`src/rtl/multicycle_controller_if.sv`:
```
// Control bundle between the multi-cycle controller and its datapath.
// master = controller side, slave = datapath side.
interface multicycle_controller_if;
  logic [6:0] op;
  logic [2:0] funct3;
  logic       funct7b5;
  logic       zero;
  logic       pc_write;
  logic       adr_src;
  logic       mem_write;
  logic       ir_write;
  logic [1:0] result_src;
  logic [1:0] alu_src_a;
  logic [1:0] alu_src_b;
  logic [2:0] alu_sel;
  logic [1:0] imm_src;
  logic       reg_write;
  logic       illegal;

  modport master (
    input  op, funct3, funct7b5, zero,
    output pc_write, adr_src, mem_write, ir_write, result_src,
           alu_src_a, alu_src_b, alu_sel, imm_src, reg_write, illegal
  );

  modport slave (
    output op, funct3, funct7b5, zero,
    input  pc_write, adr_src, mem_write, ir_write, result_src,
           alu_src_a, alu_src_b, alu_sel, imm_src, reg_write, illegal
  );
endinterface

```
`src/rtl/multicycle_controller.sv`:
```
// Main control FSM for the multi-cycle RV32I-subset datapath.
// state    | meaning
// FETCH    | read IR at PC, PC <= PC+4
// DECODE   | branch target into ALUOut, dispatch or flag illegal
// MEMADR   | rs1 + imm address for lw/sw
// MEMREAD  | read data memory at ALUOut
// MEMWB    | write loaded data to rd
// MEMWRITE | store rs2 at ALUOut
// EXECR    | register-register ALU op
// EXECI    | register-immediate ALU op
// ALUWB    | write ALUOut to rd
// BRANCH   | compare rs1/rs2, conditionally load PC from ALUOut
// JAL      | PC <= ALUOut, compute OldPC+4 for the link
module multicycle_controller (
  input  logic                   clk,
  input  logic                   rst,
  multicycle_controller_if.master bus
);

  typedef enum logic [3:0] {
    S_FETCH, S_DECODE, S_MEMADR, S_MEMREAD, S_MEMWB, S_MEMWRITE,
    S_EXECR, S_EXECI, S_ALUWB, S_BRANCH, S_JAL
  } state_t;

  localparam logic [2:0] ALU_ADD = 3'b000;
  localparam logic [2:0] ALU_SUB = 3'b001;
  localparam logic [2:0] ALU_AND = 3'b010;
  localparam logic [2:0] ALU_OR  = 3'b011;

  localparam logic [6:0] OP_LW  = 7'b0000011;
  localparam logic [6:0] OP_SW  = 7'b0100011;
  localparam logic [6:0] OP_R   = 7'b0110011;
  localparam logic [6:0] OP_I   = 7'b0010011;
  localparam logic [6:0] OP_BR  = 7'b1100011;
  localparam logic [6:0] OP_JAL = 7'b1101111;

  state_t state, state_nxt, cur;

  logic       pc_write, adr_src, mem_write, ir_write, reg_write, illegal;
  logic [1:0] result_src, alu_src_a, alu_src_b, imm_src;
  logic [2:0] alu_sel;
  logic       r_ok, i_ok, b_ok;

  // Reset presents FETCH outputs immediately, even before the first edge.
  assign cur = rst ? S_FETCH : state;

  assign r_ok = (bus.funct3 == 3'b000) ||
                (((bus.funct3 == 3'b110) || (bus.funct3 == 3'b111)) && !bus.funct7b5);
  assign i_ok = (bus.funct3 == 3'b000) || (bus.funct3 == 3'b110) || (bus.funct3 == 3'b111);
  assign b_ok = (bus.funct3 == 3'b000) || (bus.funct3 == 3'b001);

  always_ff @(posedge clk) begin
    if (rst) state <= S_FETCH;
    else     state <= state_nxt;
  end

  always_comb begin
    imm_src = 2'b00;
    case (bus.op)
      OP_SW:   imm_src = 2'b01;
      OP_BR:   imm_src = 2'b10;
      OP_JAL:  imm_src = 2'b11;
      default: imm_src = 2'b00;
    endcase
  end

  always_comb begin
    state_nxt  = S_FETCH;
    pc_write   = 1'b0;
    adr_src    = 1'b0;
    mem_write  = 1'b0;
    ir_write   = 1'b0;
    reg_write  = 1'b0;
    illegal    = 1'b0;
    result_src = 2'b00;
    alu_src_a  = 2'b00;
    alu_src_b  = 2'b00;
    alu_sel    = ALU_ADD;

    case (cur)
      S_FETCH: begin
        ir_write   = 1'b1;
        pc_write   = 1'b1;
        alu_src_b  = 2'b10;
        result_src = 2'b10;
        state_nxt  = S_DECODE;
      end
      S_DECODE: begin
        alu_src_a = 2'b01;
        alu_src_b = 2'b01;
        case (bus.op)
          OP_LW, OP_SW: state_nxt = S_MEMADR;
          OP_R:   if (r_ok) state_nxt = S_EXECR;  else illegal = 1'b1;
          OP_I:   if (i_ok) state_nxt = S_EXECI;  else illegal = 1'b1;
          OP_BR:  if (b_ok) state_nxt = S_BRANCH; else illegal = 1'b1;
          OP_JAL: state_nxt = S_JAL;
          default: illegal = 1'b1;
        endcase
      end
      S_MEMADR: begin
        alu_src_a = 2'b10;
        alu_src_b = 2'b01;
        state_nxt = (bus.op == OP_LW) ? S_MEMREAD : S_MEMWRITE;
      end
      S_MEMREAD: begin
        adr_src   = 1'b1;
        state_nxt = S_MEMWB;
      end
      S_MEMWB: begin
        result_src = 2'b01;
        reg_write  = 1'b1;
      end
      S_MEMWRITE: begin
        adr_src   = 1'b1;
        mem_write = 1'b1;
      end
      S_EXECR: begin
        alu_src_a = 2'b10;
        case (bus.funct3)
          3'b000:  alu_sel = bus.funct7b5 ? ALU_SUB : ALU_ADD;
          3'b111:  alu_sel = ALU_AND;
          3'b110:  alu_sel = ALU_OR;
          default: alu_sel = ALU_ADD;
        endcase
        state_nxt = S_ALUWB;
      end
      S_EXECI: begin
        alu_src_a = 2'b10;
        alu_src_b = 2'b01;
        case (bus.funct3)
          3'b111:  alu_sel = ALU_AND;
          3'b110:  alu_sel = ALU_OR;
          default: alu_sel = ALU_ADD;
        endcase
        state_nxt = S_ALUWB;
      end
      S_ALUWB: begin
        reg_write = 1'b1;
      end
      S_BRANCH: begin
        alu_src_a = 2'b10;
        alu_sel   = ALU_SUB;
        // funct3[0] distinguishes bne from beq
        pc_write  = bus.funct3[0] ? ~bus.zero : bus.zero;
      end
      S_JAL: begin
        alu_src_a = 2'b01;
        alu_src_b = 2'b10;
        pc_write  = 1'b1;
        state_nxt = S_ALUWB;
      end
      default: state_nxt = S_FETCH;
    endcase

    if (rst) begin
      pc_write  = 1'b0;
      ir_write  = 1'b0;
      mem_write = 1'b0;
      reg_write = 1'b0;
      illegal   = 1'b0;
    end
  end

  assign bus.pc_write   = pc_write;
  assign bus.adr_src    = adr_src;
  assign bus.mem_write  = mem_write;
  assign bus.ir_write   = ir_write;
  assign bus.result_src = result_src;
  assign bus.alu_src_a  = alu_src_a;
  assign bus.alu_src_b  = alu_src_b;
  assign bus.alu_sel    = alu_sel;
  assign bus.imm_src    = imm_src;
  assign bus.reg_write  = reg_write;
  assign bus.illegal    = illegal;

endmodule

```
`src/flat_wrapper.sv`:
```
// flat-port wrapper written by rule: the top's interface ports become plain ports
module multicycle_controller_flat 
  (clk, rst, bus_op, bus_funct3, bus_funct7b5, bus_zero, bus_pc_write, bus_adr_src, bus_mem_write, bus_ir_write, bus_result_src, bus_alu_src_a, bus_alu_src_b, bus_alu_sel, bus_imm_src, bus_reg_write, bus_illegal);
  multicycle_controller_if bus_i ();
  input  logic clk;
  input  logic rst;
  input wire logic [$bits(bus_i.op)-1:0] bus_op;
  input wire logic [$bits(bus_i.funct3)-1:0] bus_funct3;
  input wire logic [$bits(bus_i.funct7b5)-1:0] bus_funct7b5;
  input wire logic [$bits(bus_i.zero)-1:0] bus_zero;
  output wire logic [$bits(bus_i.pc_write)-1:0] bus_pc_write;
  output wire logic [$bits(bus_i.adr_src)-1:0] bus_adr_src;
  output wire logic [$bits(bus_i.mem_write)-1:0] bus_mem_write;
  output wire logic [$bits(bus_i.ir_write)-1:0] bus_ir_write;
  output wire logic [$bits(bus_i.result_src)-1:0] bus_result_src;
  output wire logic [$bits(bus_i.alu_src_a)-1:0] bus_alu_src_a;
  output wire logic [$bits(bus_i.alu_src_b)-1:0] bus_alu_src_b;
  output wire logic [$bits(bus_i.alu_sel)-1:0] bus_alu_sel;
  output wire logic [$bits(bus_i.imm_src)-1:0] bus_imm_src;
  output wire logic [$bits(bus_i.reg_write)-1:0] bus_reg_write;
  output wire logic [$bits(bus_i.illegal)-1:0] bus_illegal;
  assign bus_i.op = bus_op;
  assign bus_i.funct3 = bus_funct3;
  assign bus_i.funct7b5 = bus_funct7b5;
  assign bus_i.zero = bus_zero;
  assign bus_pc_write = bus_i.pc_write;
  assign bus_adr_src = bus_i.adr_src;
  assign bus_mem_write = bus_i.mem_write;
  assign bus_ir_write = bus_i.ir_write;
  assign bus_result_src = bus_i.result_src;
  assign bus_alu_src_a = bus_i.alu_src_a;
  assign bus_alu_src_b = bus_i.alu_src_b;
  assign bus_alu_sel = bus_i.alu_sel;
  assign bus_imm_src = bus_i.imm_src;
  assign bus_reg_write = bus_i.reg_write;
  assign bus_illegal = bus_i.illegal;
  multicycle_controller u_core (.clk(clk), .rst(rst), .bus(bus_i));
endmodule
```
`config.mk`:
```
export PLATFORM = sky130hd
export DESIGN_NAME = multicycle_controller_flat
export DESIGN_NICKNAME = d
export VERILOG_FILES = /design/src/rtl/multicycle_controller_if.sv /design/src/rtl/multicycle_controller.sv /design/src/flat_wrapper.sv
export SDC_FILE = /design/constraint.sdc
export NUM_CORES = 1
export LEC_CHECK = 0
export CORE_AREA = 2 2 39 41
export DETAILED_ROUTE_END_ITERATION = 6
export DIE_AREA = 0 0 41 43
export DONT_BUFFER_PORTS = 1
export PLACE_DENSITY = 0.69
export SLEW_MARGIN = 0
export SYNTH_ARGS = -nofsm -noshare
export SYNTH_HDL_FRONTEND = slang
export SYNTH_SLANG_ARGS = --single-unit
```
`constraint.sdc`:
```
create_clock -name clk -period 2.5 [get_ports clk]
set_clock_uncertainty 0.2 [all_clocks]
set_input_delay 0.25 -clock clk [delete_from_list [all_inputs] [get_ports clk]]
set_output_delay 0.25 -clock clk [all_outputs]
set_load 0.03 [all_outputs]
```
# [After elaboration in Yosys (flattened, before gate mapping)]
# Cells that the tools add are included.
[totals] out_inout_bits=17 wordCells=70 in_bits=14 ff_bits=4
[op_classes] n_bitwise=1 reduce_logical=18 muxes=31 eq_ne=19
[op_table] op="$pmux W4 S5" n=2
[op_table] op="$pmux W3 S3" n=2
[op_table] op="$eq A4 B3 Y1 const B" n=4
[op_table] op="$pmux W2 S2" n=4
[op_table] op="$mux W1" n=15
[op_table] op="$eq A7 B6 Y1 const B" n=2
[op_table] op="$eq A7 B7 Y1 const B" n=2
[op_table] op="$eq A4 B4 Y1 const B" n=3
[op_table] op="$reduce_or A2 Y1" n=5
[op_table] op="$mux W3" n=3
[op_table] op="$reduce_or A3 Y1" n=3
[op_table] op="$eq A4 B2 Y1 const B" n=2
[op_table] op="$mux W4" n=2
[op_table] op="$eq A7 B2 Y1 const B" n=1
[op_table] op="$eq A7 B5 Y1 const B" n=1
[op_table] op="$eq A3 B3 Y1 const B" n=2
[op_table] op="$pmux W2 S3" n=1
[op_table] op="$logic_or A1 B1 Y1" n=5
[op_table] op="$eq A4 B1 Y1 const B" n=1
[op_table] op="$logic_not A4 Y1" n=1
[op_table] op="$pmux W1 S4" n=1
[op_table] op="$reduce_or A4 Y1" n=1
[op_table] op="$eq A3 B1 Y1 const B" n=1
[op_table] op="$logic_not A3 Y1" n=1
[op_table] op="other kinds (4)" n=4

# [Longest topological paths before layout]
# Gate-level depths: netlist of the first run.
[logic_depth] word_depth=8 mapped_depth=6 mapped_depth_nobuf=4

# [Worst setup path after synthesis of the first run]
# Ideal clock, no wire load.
[synth_timing] path_kind="register -> output" startpoint="reg u_core.state[1]" endpoint="out bus_alu_sel[0]" t_arrival_ns=1.806 t_required_ns=2.050 path_buffers=1 stages_incl_launch_ff=5 setup_slack_ns=0.244 path_cell_list="dfxtp_1 > clkbuf_1 > nand2b_1 > or4b_2 > a21oi_1"
[synth_via] elab_chain_len=3 elab_cells_between_ends=5 classes_between="eq/ne: 3; mux: 2"
[synth_lines] item="start: declaration" line_no="multicycle_controller.sv:37" source="state_t state, state_nxt, cur;"
[synth_lines] item="start signal: assignment" line_no="multicycle_controller.sv:54" source="else state <= state_nxt;"
[synth_lines] item="$mux W4 (*)" line_no="multicycle_controller.sv:45" source="assign cur = rst ? S_FETCH : state;"
[synth_lines] item="$eq A4 B4 Y1 or $eq A4 B3 Y1 (tied branches)" line_no="multicycle_controller.sv:80" source="case (cur)"
[synth_lines] item="$pmux W3 S3 (*)" line_no="multicycle_controller.sv:80"
[synth_lines] item="end: declaration" line_no="flat_wrapper.sv:18" source="output wire logic [$bits(bus_i.alu_sel)-1:0] bus_alu_sel;"
# Mark *: on every way between the ends. The rest lies on a longest branch, timed or not.

# [Worst setup path in the final report of the first run]
# Ends and elaborated chain as after synthesis.

==> results.md, run 1 <==
| Metric | This run |
|:---|:---|
| Number of different library cells in the post-synthesis netlist | 41 |
| Final ANT Viol Nets | 0 |
| Count of nets after finishing | 113 |
| Post-CTS Resized | 0 |
| Wire length after detailed routing | 1594 um |
| Mapped Nets | 104 |
| Setup fix buffers added after clock tree synthesis | 0 |
| CTS max path bufs | 2 |
| Ports | 31 |
| Unrepaired setup endpoints after global routing | false |
| Maximum number of pins on one net before global-route repair | 13 |
| Number of CTS-inserted buffers | 3 |
| Total number of yosys warnings | 0 |
| Worst min path class | primary input to register |
| Total congestion overflow | 0 |
| Final weighted congestion in routability-driven placement | 0.8055 |
| Max FFs per register | 4 |
| Count of H-tree levels built during CTS | 1 |
| Clock-pin slew reported for the worst setup and hold paths after clock tree synthesis | 0.04 ns |
| Registers with the most flip-flops | u_core.state: 4 flops |
| Initial DRT Pass Iterations | 4 |
| DIE HEIGHT | 43 um |
| Share of the clock period used by the worst path | 93.03% |
| Critical path launch point type | register |
| Number of global-route vias before repair | 584 |
| Antenna violations before repair | 0 |
| Sequential cell area fraction in the yosys report | 13.47% |
| Critical-path maximum fanout | 10 |
| Synth-to-layout area growth | 15.58% |
| Global-route wire length before repair | 2532 um |
| Synthesized flop and latch total | 4 |
| Areal power density over the cells | 305.5 mW/mm2 |
| Final-report max-slew violation count | 0 |
| Post-detailed-route DRC marker count | 0 |
| Cell area after synthesis | 594.3 um2 |
| Vias/cell | 6.248 |
| Count of port buffers added during placement | 0 |
| Vias after detailed routing | 706 |
| Largest reg by FF count | u_core.state |
| Floorplan die area | 0.001763 mm2 |
| Largest voltage drop on the vdd net | 203.6 uV |
| Slew of the pin with the lowest slew margin | 0.6454 ns |
| GR Util All Layers | 20.28% |
| Reg-to-reg startpoint | u_core.state[0]$_SDFF_PP0_ |
| Setup TNS Final | 0 ns |
| Flop-to-flop setup slack | 0.38 ns |
| Die extent in x | 41 um |
| Reg-to-reg endpoint | u_core.state[1]$_SDFF_PP0_ |
| Data required time at the worst endpoint | 2.05 ns |
| Worst hold path startpoint | bus_op[3] |
| Placeable core region | 0.001384 mm2 |
| Most area-consuming cells after synthesis | sky130_fd_sc_hd__dfxtp_1, sky130_fd_sc_hd__a21oi_1, sky130_fd_sc_hd__nand2b_1 |
| WP data arrival | 1.88 ns |
| Hold buffer count at cts | 1 |
| Hold violation total from the final report | 0 |
| Gate count after technology mapping | 90 |
| Area share of the leading cell type in the synthesized netlist | 13.47% |
| Outcome | finished, final reports clean |
| Effective utilization at floorplan | 42.95% |
| Number of stages on the worst hold path | 2 |
| Clock tree from TritonCTS | done |
| CP endpoint kind | primary output |
| Share of post-route cells with drive strength above 1 | 20.62% |
| Detailed placer's ending HPWL | 1261 um |
| Number of max-cap violations | 0 |
| Ant diodes | 0 |
| Count of cells along the worst register-to-register path | 4 |
| Time the worst path needs with I/O delays and setup | 2.326 ns |
| Clock net sink count | 4 |
| Leakage component of the power | 0.2405 nW |
| Worst Setup Slack post-DPL | 0.4242 ns |
| Mapped Avg Cell Area | 6.604 um2 |
| Cell taking the most area after synthesis | sky130_fd_sc_hd__dfxtp_1 |
| FMAX | 430.0 MHz |
| Final count of negative-setup-slack endpoints | 0 |
| Insertion delay of the later-clocked pin in the worst-skew pair | 0.24 ns |
| Relative slew margins | 57.11% |
| Worst path setup slack after routing | 0.1742 ns |
| DRT iter0 DRCs | 11 |
| Worst min-delay path endpoint | u_core.state[1]$_SDFF_PP0_ |
| Critical path startpoint | u_core.state[1]$_SDFF_PP0_ |
| Wire per inst | 14.11 um |
| Number of core rows | 14 |
| Category of the most critical setup path | register to primary output |
| Clock root cell | sky130_fd_sc_hd__clkbuf_4 |
## cells in the final DEF, fill, tap and decap left out, types with 2 or more instances in the layout
master / Yosys / routed
sky130_fd_sc_hd__clkbuf_4: 0 / 3
sky130_fd_sc_hd__nand2_1: 6 / 6
sky130_fd_sc_hd__o21ai_0: 3 / 3
sky130_fd_sc_hd__a211oi_1: 2 / 2
sky130_fd_sc_hd__or2_2: 2 / 2
sky130_fd_sc_hd__a21boi_0: 2 / 2
sky130_fd_sc_hd__nor3_1: 5 / 5
sky130_fd_sc_hd__nor2_1: 8 / 8
sky130_fd_sc_hd__nand2b_1: 5 / 5
sky130_fd_sc_hd__xnor2_1: 3 / 3
sky130_fd_sc_hd__dfxtp_1: 4 / 4
sky130_fd_sc_hd__o31ai_1: 3 / 3
sky130_fd_sc_hd__nand3_1: 2 / 2
sky130_fd_sc_hd__inv_1: 3 / 3
sky130_fd_sc_hd__a21oi_1: 8 / 8
sky130_fd_sc_hd__buf_4: 2 / 10
sky130_fd_sc_hd__o21bai_1: 2 / 2
sky130_fd_sc_hd__or3_1: 3 / 3
## worst max-delay path by stage
stage	endpoint	slack (ns)	depth (start not counted)
finish	bus_alu_sel[0]	0.17	4
global route	bus_alu_sel[0]	0.04	5
CTS	bus_alu_sel[0]	0.18	5
detailed placement	u_core.state[1]$_SDFF_PP0_	0.42	4
global placement	bus_alu_sel[0]	0.47	4
floorplan	bus_alu_sel[0]	0.24	4
## layer usage
| metal | vias up | global-route usage [%] | routed length (um) |
|---|---|---|---|
| met5 | - | 0 | 0 |
| met4 | 0 | 6.000 | 0 |
| li1 | 347 | - | - |
| met3 | 0 | 6.283 | 129 |
| met2 | 29 | 32.81 | 831 |
| met1 | 330 | 24.44 | 634 |
## synth_stat cells, drive strengths merged
master   number
xnor2         3
inv           3
o211ai        1
a211oi        2
nor3          5
o31a          1
a222oi        1
or4b          1
and2          1
nor3b         1
nand4         1
dfxtp         4
nand3         2
a21oi         8
o21bai        2
nand3b        1
buf           3
nor2          8
nor2b         1
or3           5
o31ai         3
nor4          1
and4          1
o32ai         1
or3b          1
a31oi         1
a21boi        2
nand2         6
a2111oi       1
or4           1
clkbuf        4
nand2b        5
a21o          1
o21ai         4
conb          1
or2           2
a31o          1
## cell families (layout without fill, tap and decap cells)
logic type             Yosys count  count (layout)  share of synthesized area (%)
other                            1               1                         0.6310
XOR/XNOR                         3               3                          4.422
AO/OA/AOI/OAI                   29              29                          32.63
flip-flops                       4               4                          13.47
buffers and inverters           10              17                          7.787
AND/OR/NAND/NOR                 43              43                          41.06
## stage by stage
step / area, um2 / instances / total power, mW / hold WS (ns) / util (%)
final: 686.9 / 113 / 0.2098 / 0.01620 / 49.64
after floorplan: 594.3 / 90 / 0.1194 / 0.1953 / -
after CTS: 686.9 / 113 / 0.2121 / 0.006966 / 49.64
after global routing: 686.9 / 113 / 0.2255 / 0.01871 / 49.64
after global placement: 654.4 / 109 / 0.1263 / 0.2211 / 47.29
after detailed placement: 654.4 / 109 / 0.1272 / 0.2228 / 47.29
## final cells by class
class	instances	area, um2
fillers	140	696.9
well taps	16	20.02
inverters	3	11.26
clock buffers	3	22.52
repair buffers	11	85.08
multi-input cells	76	467.9
flip-flops and latches	4	80.08
## power breakdown
group          switching, mW  leakage [nW]  total [mW]  internal (mW)
combinational         0.0374         0.194      0.0591         0.0217
sequential           0.00358        0.0325      0.0689         0.0653
clock                 0.0280        0.0138      0.0818         0.0538
## critical path, cell delays in order, from the launching register on
cell and delay [ns]:
sky130_fd_sc_hd__dfxtp_1 0.48, sky130_fd_sc_hd__nand2b_1 0.19, sky130_fd_sc_hd__or4b_2 0.63, sky130_fd_sc_hd__a21oi_1 0.16
sky130_fd_sc_hd__buf_4 0.17
Power figures use the tool's default switching activity.
==> run 2: changes to the inputs <==
--- a/config.mk
+++ b/config.mk
@@ -6,6 +6,7 @@
 export NUM_CORES = 1
 export LEC_CHECK = 0
 export CORE_AREA = 2 2 39 41
+export CTS_CLUSTER_DIAMETER = 30
 export DETAILED_ROUTE_END_ITERATION = 6
 export DIE_AREA = 0 0 41 43
 export DONT_BUFFER_PORTS = 1
==> results of run 2 <==
Final layout, timing and power as in run 1 (identical DEF).
